===== config.mk =====
export PLATFORM = sky130hd
export DESIGN_NAME = obsidian_elastic_pipe
export DESIGN_NICKNAME = d
export VERILOG_FILES = /design/src/rtl/obsidian_pipe_pkg.sv /design/src/rtl/obsidian_pipe_slot.sv /design/src/rtl/obsidian_elastic_pipe.sv
export SDC_FILE = /design/constraint.sdc
export NUM_CORES = 1
export LEC_CHECK = 0
export BUFFER_PORTS_ARGS = -buffer_cell sky130_fd_sc_hd__buf_2
export CORE_MARGIN = 2
export CORE_UTILIZATION = 45
export DETAILED_ROUTE_END_ITERATION = 16
export PLACE_DENSITY = 0.69
export SKIP_CTS_REPAIR_TIMING = 1
export SYNTH_ARGS = -nofsm -noshare
export SYNTH_HDL_FRONTEND = slang
export SYNTH_SLANG_ARGS = --single-unit

===== constraint.sdc =====
create_clock -name clk -period 2.05 [get_ports clk]
set_input_delay 0.1025 -clock clk [delete_from_list [all_inputs] [get_ports clk]]
set_output_delay 0.1025 -clock clk [all_outputs]
set_load 0.05 [all_outputs]

===== src/rtl/obsidian_pipe_pkg.sv =====
// obsidian_pipe_pkg: shared stage-boundary widths and occupancy sizing for Obsidian pipes
package obsidian_pipe_pkg;
  localparam int IF_ID_W = 64;
  localparam int ID_EX_W = 157;
  localparam int EX_MEM_W = 107;
  localparam int MEM_WB_W = 71;
  localparam int WB_ID_W = 38;
  function automatic int occ_width(input int stages, input int skid);
    return $clog2(stages * (1 + skid) + 1);
  endfunction
endpackage


===== src/rtl/obsidian_pipe_slot.sv =====
// obsidian_pipe_slot: one elastic register slot, optionally with a skid entry
module obsidian_pipe_slot
  import obsidian_pipe_pkg::*;
#(
  parameter int DATA_W = 64,
  parameter int SKID = 1
) (
  input  logic              clk,
  input  logic              rst,
  input  logic              flush_i,
  input  logic              up_valid_i,
  input  logic              up_ready_i,
  input  logic [DATA_W-1:0] up_data_i,
  input  logic              dn_ready_i,
  output logic              v_o,
  output logic              sv_o,
  output logic [DATA_W-1:0] dn_data_o
);
  logic v_q, v_d, up_acc, dn_acc;
  logic [DATA_W-1:0] d_q, d_d;
  assign v_o = v_q;
  assign dn_data_o = d_q;
  assign up_acc = up_valid_i & up_ready_i;
  assign dn_acc = v_q & dn_ready_i & ~flush_i;
  if (SKID != 0) begin : g_skid
    logic sv_q, sv_d, take;
    logic [DATA_W-1:0] sd_q, sd_d;
    assign sv_o = sv_q;
    always_comb begin
      take = ~sv_q & (~v_q | dn_acc);
      v_d = ~flush_i & (sv_q | ~take | up_acc);
      sv_d = ~flush_i & (sv_q ? ~dn_acc : (~take & up_acc));
      d_d = (sv_q & dn_acc) ? sd_q : (take & up_acc) ? up_data_i : d_q;
      sd_d = (~take & up_acc) ? up_data_i : sd_q;
    end
    always_ff @(posedge clk) begin
      if (rst) begin
        sv_q <= 1'b0;
        sd_q <= '0;
      end else begin
        sv_q <= sv_d;
        sd_q <= sd_d;
      end
    end
  end else begin : g_plain
    assign sv_o = 1'b0;
    always_comb begin
      v_d = ~flush_i & (up_acc | (v_q & ~dn_ready_i));
      d_d = up_acc ? up_data_i : d_q;
    end
  end
  always_ff @(posedge clk) begin
    if (rst) begin
      v_q <= 1'b0;
      d_q <= '0;
    end else begin
      v_q <= v_d;
      d_q <= d_d;
    end
  end
endmodule


===== src/rtl/obsidian_elastic_pipe.sv =====
// obsidian_elastic_pipe: STAGES elastic slots in series with flush and occupancy count
module obsidian_elastic_pipe
  import obsidian_pipe_pkg::*;
#(
  parameter int DATA_W = 64,
  parameter int STAGES = 1,
  parameter int SKID = 1,
  localparam int OCC_W = occ_width(STAGES, SKID)
) (
  input  logic              clk,
  input  logic              rst,
  input  logic              flush,
  input  logic              in_valid,
  output logic              in_ready,
  input  logic [DATA_W-1:0] in_data,
  output logic              out_valid,
  input  logic              out_ready,
  output logic [DATA_W-1:0] out_data,
  output logic [OCC_W-1:0]  occupancy
);
  localparam int MAX_OCC = STAGES * (1 + SKID);
  logic [STAGES-1:0] v, sv;
  logic [STAGES:0] val, rdy;
  logic [DATA_W-1:0] dat [STAGES+1];
  logic [OCC_W-1:0] occ_q, occ_d;
  logic in_acc, out_acc;
  assign dat[0] = in_data;
  assign val = {v & ~{STAGES{flush}}, in_valid};
  // Readiness derives only from held valid bits, so the SKID=0 chain never loops on itself
  always_comb begin
    logic c;
    c = out_ready;
    rdy = {out_ready, {STAGES{1'b0}}};
    for (int i = STAGES - 1; i >= 0; i--) begin
      c = (SKID != 0) ? ~sv[i] : (~v[i] | c);
      rdy[i] = c & ~flush;
    end
  end
  for (genvar g = 0; g < STAGES; g++) begin : g_slot
    obsidian_pipe_slot #(.DATA_W(DATA_W), .SKID(SKID)) u_slot (
      .clk       (clk),
      .rst       (rst),
      .flush_i   (flush),
      .up_valid_i(val[g]),
      .up_ready_i(rdy[g]),
      .up_data_i (dat[g]),
      .dn_ready_i(rdy[g+1]),
      .v_o       (v[g]),
      .sv_o      (sv[g]),
      .dn_data_o (dat[g+1])
    );
  end
  assign in_ready = rdy[0];
  assign out_valid = val[STAGES];
  assign out_data = dat[STAGES];
  assign occupancy = occ_q;
  assign in_acc = in_valid & in_ready;
  assign out_acc = out_valid & out_ready;
  always_comb occ_d = flush ? '0 : occ_q + OCC_W'(in_acc) - OCC_W'(out_acc);
  always_ff @(posedge clk) begin
    if (rst) occ_q <= '0;
    else occ_q <= occ_d;
  end
  a_flush_empty: assert property (@(posedge clk) disable iff (rst) flush |=> !out_valid);
  a_occ: assert property (@(posedge clk) disable iff (rst)
    (int'(occupancy) <= MAX_OCC) && (int'(occupancy) == $countones({v, sv})));
endmodule

* Word level (Yosys, flattened, before mapping) *
Index checks and enable logic that the tools add are counted.

storage, ports and cells
  bits in registers = 132
  word-level logic and storage cells = 32
  input port bits = 69

cells by class
  add/subtract/negate cells = 2
  reductions and logical operators = 2
  bitwise logic cells = 20
  multiplexer cells = 3

operator list
  kind                count
  $mux W64            2
  $and A1 B1 Y1       12
  $not A1 Y1          5
  $or A1 B1 Y1        3
  $add A2 B1 Y2       1
  $reduce_bool A2 Y1  1
  $reduce_or A2 Y1    1
  $sub A2 B1 Y2       1
  $mux W1             1

* Logic depth before layout (Yosys ltp) *
Gate-level depths: netlist (run 1).

  depth in word-level cells = 8
  mapped depth = 11
  gate-level depth less buffers = 8

* By module *
From an unflattened synthesis (run 1), not the netlist that was laid out.

unflattened totals
  cells, all modules = 587
  area total of the unflattened synthesis = 6200.9 um^2

by module, submodules not included
  module                 times used  cells each  area an instance (um^2)
  obsidian_pipe_slot     1           575         6072.1
  obsidian_elastic_pipe  1           12          128.9

* Worst setup path before layout (run 1) *
No wires, ideal clock.

  kind = register -> register
  start point = reg g_slot[0].u_slot.v_q
  end point = reg occ_q[1], in the netlist occupancy[1]
  cell stages (with the launch flop) = 9
  buffers on the path = 0
  data arrival time = 2090 ps
  slack = -170 ps
  cells stage by stage = dfxtp_1 nor2b_1 and2_1 ha_1 inv_1 ha_1 xor2_1 xnor2_1 nor3_1

on the way
  word-level cells in the longest chain between the ends = 3

ends and longest elaborated chain
  element                 line                         text
  start, declared         obsidian_pipe_slot.sv:19     logic v_q, v_d, up_acc, dn_acc;
  start signal, assigned  obsidian_pipe_slot.sv:57     v_q <= v_d;
  $and A1 B1 Y1           obsidian_elastic_pipe.sv:28  assign val = {v & ~{STAGES{flush}}, in_valid};
  named net out_valid     obsidian_elastic_pipe.sv:16  output logic out_valid,
  $and A1 B1 Y1           obsidian_elastic_pipe.sv:58  assign out_acc = out_valid & out_ready;
  $sub A2 B1 Y2           obsidian_elastic_pipe.sv:59  always_comb occ_d = flush ? '0 : occ_q + OCC_W'(in_acc) - OCC_W'(out_acc);
  end signal, assigned    obsidian_elastic_pipe.sv:61  if (rst) occ_q <= '0;
  end signal, assigned    obsidian_elastic_pipe.sv:62  else occ_q <= occ_d;
  end, declared           obsidian_elastic_pipe.sv:25  logic [OCC_W-1:0] occ_q, occ_d;

The timed path passes the listed nets, and every way through them passes these cells.
A chain may end at the register's enable or synchronous reset.

* Worst setup path in the final report (run 1) *
  start point = reg g_slot[0].u_slot.g_skid.sv_q
  end point = reg g_slot[0].u_slot.g_skid.sd_q[42]

on the way
  word-level cells in the longest chain between the ends = 4

ends and longest elaborated chain
  element                                             line                                                   text
  start, declared                                     obsidian_pipe_slot.sv:26                               logic sv_q, sv_d, take;
  start signal, assigned                              obsidian_pipe_slot.sv:41                               sv_q <= sv_d;
  $not A1 Y1 *                                        obsidian_pipe_slot.sv:30, obsidian_elastic_pipe.sv:35
  $and A1 B1 Y1, on equally long branches             obsidian_elastic_pipe.sv:36, obsidian_pipe_slot.sv:30
  $and A1 B1 Y1 / $not A1 Y1 (equally long branches)  obsidian_pipe_slot.sv:23, obsidian_pipe_slot.sv:34
  $and A1 B1 Y1 *                                     obsidian_pipe_slot.sv:34                               sd_d = (~take & up_acc) ? up_data_i : sd_q;
  end signal, assigned                                obsidian_pipe_slot.sv:39                               sd_q <= '0;
  end signal, assigned                                obsidian_pipe_slot.sv:42                               sd_q <= sd_d;
  end, declared                                       obsidian_pipe_slot.sv:27                               logic [DATA_W-1:0] sd_q, sd_d;

Every way passes the cells marked *; elsewhere a longest branch is shown, timed or not.

==> flow_summary.yaml, run 1 <==
power:
  ir_worst_vdd_v: 0.000501
  p_seq_frac: 0.418
  leakagePower_nw: 2.99
  share_comb_of_total_power: 0.163
  p_clk_frac: 0.419
  p_sw_frac: 0.273
  p_per_area_nw_per_um2: 831
  p_int_w: 0.00474
  p_switching_w: 0.00178
timing:
  finalSetupViolations: 0
  worst_hold_slack_ns: -0.0173
  fmax_ghz: 0.590
  period_minus_slack_ns: 1.70
  slew_violations: 0
  finalHoldViolCount: 2
  finClkSkew_ns: 0.00539
  fin_tns_setup_ns: 0
  slew_headroom: 0.513
  worst_slew_pin_slew_ns: 0.730
  rsz0062_at_grt: "false"
  post-route-period-util: 0.827
job:
  maxCapViolCount: 0
global_route:
  antenna_found_initial: 0
  grt_pass1_vias: 5427
  grt.total_usage: 0.231
  grt_overflow: 0
  grt_max_degree: 67
  grt_pass1_wl_um: 26500
final_layout:
  final_common_cell: "buf_2"
  seq_area_um2: 2640
  fill_cells: 1098
  stdcell_count: 1027
  final_util: 0.599
  final_cell_mix: "135 x buf_2, 132 x dfxtp_1, 128 x nand2_1"
  multi_input_area_um2: 2900
  n_antenna_cell: 0
  fin_nets: 911
  drive_gt1_frac: 0.282
  area_delta_synth_final_pct: 31.7
setup_path:
  worst_ep_arrival_time_ns: 2.03
  critical_path_class: "flop to flop"
  critPathSlowestCell: "buf_4"
  path_buf_inv: 1
  rrSetupSlack_ns: 0.35
  slowest_delay_ns: 0.62
  cp.required_ns: 2.39
  critPathCapture: "g_slot[0].u_slot.g_skid.sd_q[42]$_SDFFE_PP0N_"
  r2r_cells: 4
  cp-startpoint: "g_slot[0].u_slot.sv_o$_SDFF_PP0_"
  critPathMaxFanout: 65
  reg2reg_to: "g_slot[0].u_slot.g_skid.sd_q[42]$_SDFFE_PP0N_"
  cpLargestDelayFamily: "buffers and inverters"
  path_cells: "nor3b_4, buf_4, nand3_1, a21oi_1"
  r2r-start: "g_slot[0].u_slot.sv_o$_SDFF_PP0_"
  crit_cells: 4
  endpoint_kind: "flop"
  cp-start-kind: "flop"
clocking:
  clk_pin_slew_ns: 0.05
  root_buffer: "clkbuf_16"
  cts.sink_count: 132
  clk_latency_ns: 0.41
  ctsLongestPathBuffers: 2
  htreeDepth: 4
  cts_buffers: 17
  cts_tree: "done"
logic_synthesis:
  ys.flop_type: "dfxtp_1"
  synth-async-reset-ratio: 0
  synth-adder-area-share: 0.00420
  muxShareOfSynthArea: 0
  netlist_area_um2: 5950
  synth.avg_cell_area_um2: 8.64
  yosys.area_share.simple: 0.152
  synth_seq_cells: 132
  postSynthCellCount: 689
  synth_edf_count: 0
  synth_area_leader_cell: "dfxtp_1"
  ys_types: 29
  synth_xor_area_frac: 0.00294
  synth-compound-area-share: 0.324
  syn-num-nets: 760
  yosysSeqAreaShare: 0.444
  synth_top_family_by_area: "compound AO/OA/AOI/OAI gates"
  yosysTopAreaCellShare: 0.444
  synth_area_leaders: "dfxtp_1 44%, a311oi_2 13%, nand2_1 8.1%"
  yosys_warnings: 0
die:
  io_pins: 137
  rows: 42
  initial_core_util: 0.455
  die_x_um: 119
  dieHeight_um: 119
  coreArea_um2: 13100
  dieArea_um2: 14200
routing:
  via_per_inst: 5.84
  firstDrtPassIters: 5
  routed_wl_um: 17200
  drtIter0Drc: 453
  vias: 6001
  ant_nets: 0
  wl_per_cell_um: 16.7
  drcViolationCount: 0
run_status:
  violations: "hold timing"
  status: "finished, violations left"
worst_hold_path:
  hp-class: "primary input to flop"
placed_design:
  placed_cells: 935
  port_buffers: 136
  dp_hpwl_um: 10100
  gp_congestion: 0.797
## registers in the layout, indices dropped and copies added (netlist names)
signal,count
occupancy,2
g_slot.u_slot.sv_o,1
g_slot.u_slot.v_o,1
g_slot.u_slot.dn_data_o,64
g_slot.u_slot.g_skid.sd_q,64
## power by group through the flow
| stage | registers (W) | clock network [W] | logic, W |
|---|---|---|---|
| floorplan | 0.00307 | 0 | 0.000394 |
| global placement | 0.00277 | 0 | 0.000947 |
| detailed placement | 0.00277 | 0 | 0.000965 |
| CTS | 0.00272 | 0.00277 | 0.000967 |
| global route | 0.00273 | 0.00290 | 0.00112 |
| finish | 0.00272 | 0.00273 | 0.00106 |
## how the worst min path moves through the flow
stage,slack (ns),end,startpoint,depth (start not counted)
after global routing,-0.0004,g_slot[0].u_slot.g_skid.sd_q[60]$_SDFFE_PP0N_,in_data[60],3
final,-0.02,g_slot[0].u_slot.g_skid.sd_q[60]$_SDFFE_PP0N_,in_data[60],3
after floorplan,0.25,g_slot[0].u_slot.g_skid.sd_q[0]$_SDFFE_PP0N_,in_data[0],2
after global placement,0.37,g_slot[0].u_slot.g_skid.sd_q[37]$_SDFFE_PP0N_,in_data[37],3
after CTS,-0.06,g_slot[0].u_slot.g_skid.sd_q[35]$_SDFFE_PP0N_,in_data[35],3
after detailed placement,0.38,g_slot[0].u_slot.g_skid.sd_q[2]$_SDFFE_PP0N_,in_data[2],3
## synth_stat cells (all sizes together), types with 2 or more instances
master,n
dfxtp,132
nand2,128
a21oi,65
a311oi,64
a31oi,64
nand3,64
o21ai,64
buf,43
clkbuf,43
nor3,3
ha,2
inv,2
nand2b,2
nor3b,2
## cells by family (layout without fill, tap and decap cells)
logic type      after synthesis  in the layout
buf+inv                      88            250
fa+ha+maj                     2              2
xor+xnor                      2              2
compound gates              258            258
simple gates                207            207
flops                       132            132
## layout make-up
cell class	count	area share
repair buffers	218	0.197
multi-input cells	469	0.370
flip-flops and latches	132	0.337
clock buffers	24	0.0602
clock inverters	6	0.00702
well taps	176	0.0281
inverters	2	0.000958
## worst register-to-register path, cell delays in order (launching register included)
cell,delay [ns]
dfxtp_1,0.40
nor3b_4,0.25
buf_4,0.62
nand3_1,0.20
a21oi_1,0.16
## through the flow
step | worst slack, ns | hold slack (ns) | cell area (um^2) | total power, W
detailed placement | 0.385 | 0.379 | 6690 | 0.00374
floorplan | 0.112 | 0.250 | 5960 | 0.00347
finish | 0.354 | -0.0173 | 7840 | 0.00652
global route | 0.222 | -0.000410 | 7840 | 0.00676
global placement | 0.419 | 0.369 | 6690 | 0.00372
CTS | 0.364 | -0.0593 | 7220 | 0.00646
## metal layers
| metal | track usage | routed length [um] |
|---|---|---|
| met1 | 0.285 | 7040 |
| met2 | 0.385 | 8410 |
| met3 | 0.0541 | 1280 |
| met4 | 0.103 | 470 |
| met5 | 0 | 0 |
Power figures use the tool's default switching activity.
==> run 2, diff against run 1 <==
PLACE_DENSITY = 0.71   (was 0.69)
clock period = 1.4 ns   (was 2.05 ns; I/O delays follow)
==> flow_summary.yaml, run 2 (same netlist as run 1, synthesis figures left out) <==
timing:
  slew_violations: 0
  finalHoldViolCount: 0
  fin_ws_ns: -0.230
  worst_hold_slack_ns: 0.00260
  finClkSkew_ns: 0.00899
  rsz0062_at_grt: "true"
  slew_headroom: 0.693
  period_minus_slack_ns: 1.63
  finalSetupViolations: 73
  fmax_ghz: 0.614
  post-route-period-util: 1.16
  fin_tns_setup_ns: -8.87
  worst_slew_pin_slew_ns: 0.460
setup_path:
  reg2reg_to: "g_slot[0].u_slot.dn_data_o[13]$_SDFFE_PP0P_"
  r2r-start: "g_slot[0].u_slot.sv_o$_SDFF_PP0_"
  rrSetupSlack_ns: -0.23
  r2r_cells: 5
  critical_path_class: "flop to flop"
  endpoint_kind: "flop"
  cp-start-kind: "flop"
  critPathMaxFanout: 8
  worst_ep_arrival_time_ns: 1.93
  cp.required_ns: 1.70
routing:
  drcViolationCount: 0
  ant_nets: 0
  via_per_inst: 5.93
  firstDrtPassIters: 6
  wl_per_cell_um: 18.2
  routed_wl_um: 19200
  vias: 6252
  drtIter0Drc: 531
worst_hold_path:
  hold_depth: 3
  hp-class: "primary input to flop"
  min_to: "g_slot[0].u_slot.v_o$_SDFF_PP0_"
  holdCritStartpoint: "in_valid"
global_route:
  grt_overflow: 0
  grt.total_usage: 0.237
  grt_pass1_wl_um: 27500
  grt_max_degree: 66
  antenna_found_initial: 0
  grt_pass1_vias: 5729
power:
  p_switching_w: 0.00282
  p_per_area_nw_per_um2: 1200
  leakagePower_nw: 3.25
  share_comb_of_total_power: 0.166
  p_int_w: 0.00736
  p_seq_frac: 0.392
  ir_worst_vdd_v: 0.000812
  p_clk_frac: 0.443
  p_sw_frac: 0.277
placed_design:
  gp_congestion: 0.773
  dpl_cell_area_um2: 6950
  port_buffers: 136
  dp_hpwl_um: 10700
clocking:
  cts.sink_count: 132
  root_buffer: "clkbuf_16"
  clk_pin_slew_ns: 0.06
  cts_buffers: 17
  htreeDepth: 4
  ctsLongestPathBuffers: 2
  clk_latency_ns: 0.42
  cts_tree: "done"
die:
  die_x_um: 119
  coreArea_um2: 13100
  dieHeight_um: 119
  rows: 42
  initial_core_util: 0.455
  io_pins: 137
  dieArea_um2: 14200
final_layout:
  drive_gt1_frac: 0.328
  fin_area_um2: 8510
  fin_nets: 936
  area_delta_synth_final_pct: 43.0
  final_cell_mix: "134 x buf_2, 130 x dfxtp_1, 128 x nand2_1"
  final_common_cell: "buf_2"
run_status:
  status: "finished, violations left"
  violations: "setup timing"
job:
  maxCapViolCount: 0
[run 2: worst max-delay path, stage by stage, from the launching register on]
cell      delay, ns
dfxtp_4        0.35
buf_4          0.17
and4b_4        0.42
buf_8          0.18
nand2_1        0.09
a311oi_2       0.30
[run 2: final cells by class]
cell class / count / area (um^2)
inverter: 2 / 7.51
tap: 176 / 220
clock inverter: 12 / 155
fill: 982 / 4570
sequential: 132 / 2650
multi-input combinational: 469 / 3030
timing repair buffer: 243 / 2010
antenna: 1 / 2.50
clock buffer: 20 / 447
[run 2: through the flow]
step,instances,total power [W],utilization,setup WS [ns]
after CTS,979,0.00999,0.577,-0.241
after floorplan,689,0.00509,-,-0.387
after detailed placement,947,0.00552,0.531,-0.156
after global placement,947,0.00548,0.531,-0.118
final,1055,0.0102,0.651,-0.230
after global routing,1054,0.0105,0.650,-0.278
[run 2: power groups by stage]
stage	Combinational (W)	Clock, W	Sequential [W]
2_1_floorplan	0.000587	0	0.00450
3_3_place_gp	0.00143	0	0.00405
3_5_place_dp	0.00146	0	0.00406
4_1_cts	0.00146	0.00455	0.00398
5_1_grt	0.00177	0.00471	0.00400
6_report	0.00169	0.00451	0.00398
[run 2: how the worst max path moves through the flow]
| stage | cells past startpoint | startpoint | slack, ns | to |
|---|---|---|---|---|
| 3_5_place_dp | 4 | g_slot[0].u_slot.sv_o$_SDFF_PP0_ | -0.16 | g_slot[0].u_slot.sv_o$_SDFF_PP0_ |
| 2_1_floorplan | 10 | g_slot[0].u_slot.sv_o$_SDFF_PP0_ | -0.39 | occupancy[1]$_SDFF_PP0_ |
| 3_3_place_gp | 8 | g_slot[0].u_slot.sv_o$_SDFF_PP0_ | -0.12 | occupancy[1]$_SDFF_PP0_ |
| 4_1_cts | 4 | g_slot[0].u_slot.sv_o$_SDFF_PP0_ | -0.24 | g_slot[0].u_slot.g_skid.sd_q[19]$_SDFFE_PP0N_ |
| 6_report | 5 | g_slot[0].u_slot.sv_o$_SDFF_PP0_ | -0.23 | g_slot[0].u_slot.dn_data_o[13]$_SDFFE_PP0P_ |
| 5_1_grt | 5 | g_slot[0].u_slot.sv_o$_SDFF_PP0_ | -0.28 | g_slot[0].u_slot.dn_data_o[13]$_SDFFE_PP0P_ |
[run 2: routing by layer]
layer / track usage / wire (um) / share of wire / vias to the layer above
met4: 0.0923 / 480 / 0.025 / 0
met1: 0.285 / 7710 / 0.40 / 2999
met5: 0 / 0 / 0 / -
met3: 0.0594 / 1270 / 0.066 / 49
li1: - / - / - / 2904
met2: 0.406 / 9760 / 0.51 / 300
==> run 3, diff against run 2 <==
PLACE_DENSITY = 0.66   (was 0.71)
clock period = 1.92 ns   (was 1.4 ns; I/O delays follow)
==> flow_summary.yaml, run 3 (same netlist as run 1, synthesis figures left out) <==
routing:
  routed_wl_um: 18000
  wl_per_cell_um: 17.5
  ant_nets: 0
  drtIter0Drc: 607
  via_per_inst: 5.88
  drcViolationCount: 0
  firstDrtPassIters: 5
  vias: 6067
setup_path:
  cp.required_ns: 2.24
  slowest_delay_ns: 0.53
  critPathSlowestCell: "dfxtp_1"
  cp-start-kind: "flop"
  critPathMaxFanout: 33
  cpLargestDelayFamily: "simple AND/OR/NAND/NOR gates"
  endpoint_kind: "flop"
  path_buf_inv: 1
  critical_path_class: "flop to flop"
  path_cells: "and4b_2, buf_12, nand2_1, a311oi_2"
  worst_ep_arrival_time_ns: 2.05
die:
  coreArea_um2: 13100
  io_pins: 137
  die_x_um: 119
  rows: 42
  initial_core_util: 0.455
  dieHeight_um: 119
  dieArea_um2: 14200
timing:
  finalHoldViolCount: 0
  slew_headroom: 0.495
  fmax_ghz: 0.575
  fin_ws_ns: 0.181
  worst_slew_pin_slew_ns: 0.757
  rsz0062_at_grt: "false"
  post-route-period-util: 0.906
  finalSetupViolations: 0
  fin_tns_setup_ns: 0
  finClkSkew_ns: 0.00669
  period_minus_slack_ns: 1.74
  slew_violations: 0
final_layout:
  n_antenna_cell: 0
  fill_cells: 1100
  drive_gt1_frac: 0.285
  final_cell_mix: "135 x buf_2, 132 x dfxtp_1, 128 x nand2_1"
  area_delta_synth_final_pct: 32.7
  fin_nets: 916
  final_common_cell: "buf_2"
  final_util: 0.604
power:
  p_sw_frac: 0.280
  leakagePower_nw: 3.02
  share_comb_of_total_power: 0.165
  p_switching_w: 0.00194
  p_seq_frac: 0.420
  p_int_w: 0.00499
  ir_worst_vdd_v: 0.000602
  p_per_area_nw_per_um2: 876
  p_clk_frac: 0.415
  total_power_w: 0.00693
global_route:
  grt_max_degree: 95
  grt_overflow: 0
  grt_pass1_wl_um: 27600
  antenna_found_initial: 1
  grt_pass1_vias: 5480
  grt.total_usage: 0.243
run_status:
  status: "finished clean"
clocking:
  cts.sink_count: 132
  clk_pin_slew_ns: 0.06
  htreeDepth: 4
  clk_latency_ns: 0.42
  cts_buffers: 17
  root_buffer: "clkbuf_16"
  ctsLongestPathBuffers: 2
  cts_tree: "done"
job:
  maxCapViolCount: 0
worst_hold_path:
  hp-class: "primary input to flop"
placed_design:
  port_buffers: 136
  gp_congestion: 0.792
  dp_hpwl_um: 10500
  pre_cts_slack_ns: 0.193
==> run 3: cell count changes in the layout (fill, tap and decap cells not counted), sizes merged <==
cell,delta
clkbuf,-4
clkinvlp,-3
diode,-1
bufinv,-3
inv,-2
buf,-13
clkinv,+2
==> run 3: through the flow <==
step	cell area (um^2)	cells	hold WS, ns
detailed placement	6750	938	0.369
global placement	6750	938	0.362
floorplan	5960	689	0.244
finish	7900	1031	0.0269
global route	7900	1031	0.0243
CTS	7260	967	-0.0725
==> run 3: metal layers <==
metal | GRT usage | wire length (um)
met1 | 0.318 | 7780
met2 | 0.383 | 8650
met3 | 0.0575 | 1190
met4 | 0.103 | 385
met5 | 0 | 13
==> run 3: path summary, 6_finish.rpt <==
| check | slack [ns] | from | end | cells after the start |
|---|---|---|---|---|
| worst max-delay path | 0.18 | g_slot[0].u_slot.sv_o$_SDFF_PP0_ | g_slot[0].u_slot.dn_data_o[58]$_SDFFE_PP0P_ | 4 |
| worst min register to register | 0.47 | g_slot[0].u_slot.g_skid.sd_q[3]$_SDFFE_PP0N_ | g_slot[0].u_slot.g_skid.sd_q[3]$_SDFFE_PP0N_ | 2 |
| worst min-delay path | 0.03 | in_valid | g_slot[0].u_slot.v_o$_SDFF_PP0_ | 3 |
| worst max register to register | 0.18 | g_slot[0].u_slot.sv_o$_SDFF_PP0_ | g_slot[0].u_slot.dn_data_o[58]$_SDFFE_PP0P_ | 4 |
==> run 3: worst reg2reg max path, delay by kind of cell, from the launching register on <==
| kind | cells | cell delay [ns] |
|---|---|---|
| AND/OR/NAND/NOR | 2 | 0.60 |
| buffers and inverters | 1 | 0.24 |
| AO/OA/AOI/OAI | 1 | 0.26 |
| flip-flops | 1 | 0.53 |
==> run 3: power groups by stage <==
stage               Sequential [W]  Clock, W  Combinational, W
floorplan                  0.00328         0          0.000421
global placement           0.00296         0           0.00102
detailed placement         0.00297         0           0.00103
CTS                        0.00291   0.00291           0.00104
global route               0.00292   0.00305           0.00121
finish                     0.00291   0.00287           0.00114
==> run 3: layout make-up <==
| cell class | instances | area [um^2] | share of cell area |
|---|---|---|---|
| multi-input cells | 469 | 2910 | 0.368 |
| flip-flops and latches | 132 | 2640 | 0.334 |
| repair buffers | 223 | 1610 | 0.204 |
| clock buffers | 23 | 488 | 0.0617 |
| well taps | 176 | 220 | 0.0279 |
| clock inverters | 6 | 30.0 | 0.00380 |
| inverters | 2 | 7.51 | 0.000950 |
